<file path="config.mk">
export PLATFORM = sky130hd
export DESIGN_NAME = tinker_mem_arbiter
export DESIGN_NICKNAME = d
export VERILOG_FILES = /design/src/rtl/tinker_mem_arbiter.sv
export SDC_FILE = /design/constraint.sdc
export NUM_CORES = 1
export LEC_CHECK = 0
export BUFFER_PORTS_ARGS = -buffer_cell sky130_fd_sc_hd__buf_4
export CAP_MARGIN = 20
export CORE_AREA = 2 2 192 194
export DETAILED_ROUTE_END_ITERATION = 8
export DIE_AREA = 0 0 194 196
export GPL_TIMING_DRIVEN = 0
export HOLD_SLACK_MARGIN = 0.05
export SETUP_SLACK_MARGIN = 0.15
export SLEW_MARGIN = 5
export SYNTH_ARGS = -nofsm -noshare
export SYNTH_HDL_FRONTEND = slang
export SYNTH_SLANG_ARGS = --single-unit
</file>
<file path="constraint.sdc">
create_clock -name clk -period 11.3 [get_ports clk]
set_input_delay 2.26 -clock clk [delete_from_list [all_inputs] [get_ports clk]]
set_output_delay 2.26 -clock clk [all_outputs]
set_load 0.01 [all_outputs]
</file>
<file path="src/rtl/tinker_mem_arbiter.sv">
// tinker_mem_arbiter: shares the core's unified byte-addressed memory between instruction fetch
// and data requests, one transaction at a time, with data priority and a fetch starvation guard.
module tinker_mem_arbiter #(
   parameter int ADDR_W   = 64,
   parameter int MAX_WAIT = 4
) (
   input  logic              clk,
   input  logic              rst,
   input  logic              if_req_valid,
   input  logic [ADDR_W-1:0] if_req_addr,
   output logic              if_req_ready,
   output logic              if_rsp_valid,
   output logic [31:0]       if_rsp_data,
   input  logic              d_req_valid,
   input  logic              d_req_we,
   input  logic [ADDR_W-1:0] d_req_addr,
   input  logic [63:0]       d_req_wdata,
   output logic              d_req_ready,
   output logic              d_rsp_valid,
   output logic [63:0]       d_rsp_data,
   output logic              mem_req_valid,
   output logic              mem_req_we,
   output logic              mem_req_size,
   output logic [ADDR_W-1:0] mem_req_addr,
   output logic [63:0]       mem_req_wdata,
   input  logic              mem_req_ready,
   input  logic              mem_rsp_valid,
   input  logic [63:0]       mem_rsp_data,
   output logic [1:0]        o_dbg_state,
   output logic [3:0]        o_dbg_cnt
);

   // Handshake: a request transfers on the cycle where valid and ready are both 1; the requester
   // holds valid and its fields until then, and ready is only ever raised while the arbiter is idle.
   typedef enum logic [1:0] {
      IDLE     = 2'd0,
      ISSUE    = 2'd1,
      WAIT_RSP = 2'd2,
      RESP     = 2'd3
   } state_t;

   localparam logic [3:0] MAX_WAIT_C = 4'(MAX_WAIT);

   state_t            r_state;
   state_t            w_next;
   logic              w_grant_if;
   logic              w_grant_d;
   logic [3:0]        r_cnt;
   logic              r_owner_d;
   logic              r_we;
   logic              r_size;
   logic [ADDR_W-1:0] r_addr;
   logic [63:0]       r_wdata;
   logic [31:0]       r_if_rsp_data;
   logic [63:0]       r_d_rsp_data;

   always_ff @(posedge clk or posedge rst) begin
      if (rst) r_state <= IDLE;
      else     r_state <= w_next;
   end

   always_comb begin
      w_next        = r_state;
      w_grant_if    = 1'b0;
      w_grant_d     = 1'b0;
      if_req_ready  = 1'b0;
      d_req_ready   = 1'b0;
      mem_req_valid = 1'b0;
      if_rsp_valid  = 1'b0;
      d_rsp_valid   = 1'b0;
      case (r_state)
         IDLE: begin
            // rst gating keeps ready low while reset holds the FSM in IDLE
            if (!rst) begin
               if (if_req_valid && (!d_req_valid || r_cnt >= MAX_WAIT_C)) w_grant_if = 1'b1;
               else if (d_req_valid)                                      w_grant_d  = 1'b1;
            end
            if_req_ready = w_grant_if;
            d_req_ready  = w_grant_d;
            if (w_grant_if || w_grant_d) w_next = ISSUE;
         end
         ISSUE: begin
            mem_req_valid = 1'b1;
            if (mem_req_ready) w_next = r_we ? RESP : WAIT_RSP;
         end
         WAIT_RSP: begin
            if (mem_rsp_valid) w_next = RESP;
         end
         RESP: begin
            if_rsp_valid = !r_owner_d;
            d_rsp_valid  = r_owner_d;
            w_next       = IDLE;
         end
         default: w_next = IDLE;
      endcase
   end

   // Counts consecutive cycles a pending fetch has gone without a grant, busy cycles included.
   always_ff @(posedge clk or posedge rst) begin
      if (rst)                              r_cnt <= 4'd0;
      else if (!if_req_valid || w_grant_if) r_cnt <= 4'd0;
      else if (r_cnt != 4'hF)               r_cnt <= r_cnt + 4'd1;
   end

   always_ff @(posedge clk or posedge rst) begin
      if (rst) begin
         r_owner_d <= 1'b0;
         r_we      <= 1'b0;
         r_size    <= 1'b0;
         r_addr    <= '0;
         r_wdata   <= 64'd0;
      end else if (w_grant_if) begin
         r_owner_d <= 1'b0;
         r_we      <= 1'b0;
         r_size    <= 1'b0;
         r_addr    <= if_req_addr;
         r_wdata   <= 64'd0;
      end else if (w_grant_d) begin
         r_owner_d <= 1'b1;
         r_we      <= d_req_we;
         r_size    <= 1'b1;
         r_addr    <= d_req_addr;
         r_wdata   <= d_req_wdata;
      end
   end

   // Response data registers only change when a response is produced, so they hold between pulses.
   always_ff @(posedge clk or posedge rst) begin
      if (rst) begin
         r_if_rsp_data <= 32'd0;
         r_d_rsp_data  <= 64'd0;
      end else if (r_state == WAIT_RSP && mem_rsp_valid) begin
         if (r_owner_d) r_d_rsp_data  <= mem_rsp_data;
         else           r_if_rsp_data <= mem_rsp_data[31:0];
      end else if (r_state == ISSUE && mem_req_ready && r_we) begin
         r_d_rsp_data <= 64'd0;
      end
   end

   assign mem_req_we    = r_we;
   assign mem_req_size  = r_size;
   assign mem_req_addr  = r_addr;
   assign mem_req_wdata = r_wdata;
   assign if_rsp_data   = r_if_rsp_data;
   assign d_rsp_data    = r_d_rsp_data;
   assign o_dbg_state   = r_state;
   assign o_dbg_cnt     = r_cnt;

endmodule

</file>
# ---- Yosys cells after proc, flatten, opt, wreduce, memory -nomap -nowiden
# Index checks and enable logic that the tools add are counted.
dict set report word_totals {
  output_inout_bits 237
  register_bits 232
  elab_cells 66
}
dict set report classes {
  add_sub_neg 1
  eq_ne 8
  n_lt_le_gt_ge 1
  reduce_logical 17
  muxes 30
  bitwise_logic 1
}
# cell n
set op_table {}
lappend op_table {{$mux W64} 7}
lappend op_table {{$mux W1} 17}
lappend op_table {{$mux W4} 2}
lappend op_table {{$ne A2 B2 Y1 const B} 4}
lappend op_table {{$pmux W2 S4} 1}
lappend op_table {{$mux W2} 3}
lappend op_table {{$reduce_bool A2 Y1} 3}
lappend op_table {{$add A4 B1 Y4 const B} 1}
lappend op_table {{$eq A2 B2 Y1 const B} 2}
lappend op_table {{$ge A4 B3 Y1 const B} 1}
lappend op_table {{$logic_and A1 B1 Y1} 4}
lappend op_table {{$ne A4 B4 Y1 const B} 1}
lappend op_table {{$reduce_and A2 Y1} 2}
lappend op_table {{$logic_not A1 Y1} 3}
lappend op_table {{$logic_or A1 B1 Y1} 3}
lappend op_table {{$reduce_and A3 Y1} 1}
lappend op_table {{$eq A2 B1 Y1 const B} 1}
lappend op_table {{$logic_not A2 Y1} 1}
lappend op_table {{$not A1 Y1} 1}

# ---- Logic depth before layout (Yosys ltp)
dict set report logic_depth {
  word_depth 9
  ltp_mapped 7
}

# ---- Worst setup path before layout
# Ideal clock, no wire load.
dict set report synth_timing {
  kind {input port to output port}
  startpoint {in d_req_valid}
  endpoint {out if_req_ready}
  path_slack_ns 5.958
  t_required_ns 9.040
  arrival_ns 3.082
  path_stages 5
  path_cell_list {or3b_1 nand3_1 buf_4 buf_6 inv_1}
}
dict set report synth_between {
  elab_chain_cells 7
}
# item line
set synth_rtl {}
lappend synth_rtl {{from (decl)} 14} ;# input logic d_req_valid,
lappend synth_rtl {{$logic_not A1 Y1} 75} ;# if (if_req_valid && (!d_req_valid || r_cnt >= MAX_WAIT_C)) w_grant_if = 1'b1;
lappend synth_rtl {{$logic_or A1 B1 Y1} 75}
lappend synth_rtl {{$logic_and A1 B1 Y1} 75}
lappend synth_rtl {{$mux W1} 75}
lappend synth_rtl {{$mux W1} 74} ;# if (!rst) begin
lappend synth_rtl {{$mux W1 (2 in series)} 71} ;# case (r_state)
lappend synth_rtl {{to (decl)} 11} ;# output logic if_req_ready,
# Every way passes these cells. The select of a mux whose other input is x is not followed.

# ---- Final worst setup path
# Same ends and word-level chain as after synthesis.

==> flow_summary.ini <==
[synthesis]
yosysMostFrequentCell = dfrtp_1
netlist_instances = 777
synthFlopType = dfrtp_1
synth_edf_count = 0
synthTopCellsByCount = 232 x dfrtp_1, 129 x a22o_1, 70 x inv_1
netlist_top_cells_area = dfrtp_1 60%, a22o_1 12%, o2111ai_1 5.8%
yosysSeqAreaShare_pct = 60.4
ys_seq_elements = 232
synth_area_leader_cell = dfrtp_1
async_flop_share_pct = 100
yosys_warnings = 0
synth_top_area_share_pct = 60.4
synth.avg_cell_area_um2 = 12.4
synth.distinct_cells = 35
syn_nets = 1045
syn_area_um2 = 9620

[sta]
layout_min_cycle_time_ns = 5.82
finalMaxSlewViolations = 0
setup_violations = 0
fin_setup_tns_ns = 0
fin_crit_sh_pct = 51.5
slew_headroom_pct = 43.0
layout_setup_ws_ns = 5.48
final-hold-violation-count = 0
clock-skew-final_ns = 0.0155
whs_ns = 0.498
max_freq_mhz = 172
worst_pin_slew_ns = 0.852
grt_setup_unrepaired = no

[layout]
area_growth_pct = 54.9
drive_gt1_share_pct = 46.0
antenna_cells = 0
fin_cells = 1796
fill_cells = 3514
nets = 1575
final_util_pct = 41.3
final_area_um2 = 14900

[setup_path]
cp-start-kind = primary input
worstPathRequired_ns = 9.04
criticalPathCategory = primary input to output pin
worstPathMaxFanout = 10
worstPathArrival_ns = 3.56
end_kind = output pin

[cts]
cts_sinks = 232
cts_buffer_depth = 3
cts.hold.buffers_added = 0
cts_made_buffers = 27
cts_tree = done
cts-root-buf = clkbuf_16
cts_max_level = 1
cts_resized = 0
postCtsSetupBuffers = 0
insertion_delay_ns = 0.55
clk_pin_slew_worst_paths_ns = 0.06

[place]
post_dp_cell_area_um2 = 14000
gp_congestion = 0.878
dp_cells = 1746
pre_cts_ws_ns = 5.44
place_hpwl_um = 26600
portBuffers = 499

[grt]
grt_max_degree = 84
grt_pass1_wl_um = 53900
first_global_vias = 8941
grt_overflow = 0
track_usage_pct = 17.9
antenna_found_initial = 0

[power_and_ir_drop]
p_leak_nw = 7.46
power.density_nw_per_um2 = 258
power_mw = 3.84
peakVddDrop_uv = 163

[floorplanning]
ios = 500
die_y_um = 196
initial_core_util_pct = 26.7
core_area_um2 = 36100
die_w_um = 194
dieArea_um2 = 38000
floorplan.rows = 70

[detailed_routing]
drt-total-wl_um = 35500
wl_per_cell_um = 19.7
detail_route.first_pass.iterations = 5
postRouteAntennaNets = 0
drt-initial-drc-count = 453
via_per_inst = 4.88
drc = 0
vias = 8766

[job]
max_cap_violations = 0

[hold_path]
hp-class = flip-flop to flip-flop

[run_status]
status = completed
power breakdown:
group / total, mW / internal, mW / switching, mW
Clock: 0.861 / 0.505 / 0.356
Combinational: 1.55 / 0.834 / 0.721
Sequential: 1.43 / 1.20 / 0.227
flip-flops by register name, indices dropped and copies added (netlist names):
register,flops
mem_req_we,1
mem_req_wdata,64
mem_req_size,1
o_dbg_cnt,4
d_rsp_data,64
if_rsp_data,32
mem_req_addr,64
o_dbg_state,2
cell families (layout without fill, tap and decap cells):
family / count (synthesis) / count (layout) / synth area share (%)
AO/OA/AOI/OAI: 331 / 331 / 26.8
flip-flops: 232 / 232 / 60.4
buffers and inverters: 149 / 700 / 6.73
multiplexers: 34 / 34 / 3.97
AND/OR/NAND/NOR: 25 / 25 / 1.35
adder cells (fa/ha/maj): 5 / 5 / 0.651
XOR/XNOR: 1 / 1 / 0.0911
cells in the final DEF, fill, tap and decap left out, types with 4 or more instances in the layout:
cell type    n
ha_1         5
clkbuf_16   27
a22o_1     129
buf_4      501
buf_6        7
o21ai_0     65
clkbuf_1    48
buf_2       22
o2111ai_1   64
dfrtp_1    232
nor2_1       7
buf_1        4
clkinv_2     6
clkbuf_8    10
inv_1       69
mux2_2      30
o211ai_1    64
critical path, cell delays in order:
cell and delay [ns]:
buf_4 0.11, or3b_1 0.37, nand3_1 0.19, buf_4 0.27, buf_6 0.18, inv_1 0.05, buf_4 0.13
metal layers:
layer / vias up / routed length (um) / track usage (%)
met2: 395 / 17400 / 29.9
li1: 4014 / - / -
met5: - / 0 / 0
met3: 60 / 2710 / 4.06
met1: 4297 / 14400 / 22.9
met4: 0 / 963 / 5.84
final cells by class:
type                            instances  area [um^2]  share of cell area [%]
Buffer                                 79          384                    2.58
Clock buffer                           41          828                    5.56
Clock inverter                          9         57.6                   0.386
Inverter                               70          270                    1.81
Multi-Input combinational cell        396         3160                    21.2
Sequential cell                       232         5810                    39.0
Tap cell                              468          586                    3.93
Timing Repair Buffer                  501         3800                    25.5
worst paths after layout:
check,end,from,cells past startpoint,slack (ns)
min reg2reg,if_rsp_data[10],if_rsp_data[10],1,0.50
min,if_rsp_data[10],if_rsp_data[10],1,0.50
min in group asynchronous,o_dbg_cnt[0],rst,2,1.78
max,if_req_ready,d_req_valid,7,5.48
max reg2reg,mem_req_addr[51],o_dbg_state[0],7,9.07
max in group asynchronous,if_rsp_data[20],rst,4,8.34
No activity file was read; power rests on OpenSTA's default activity.
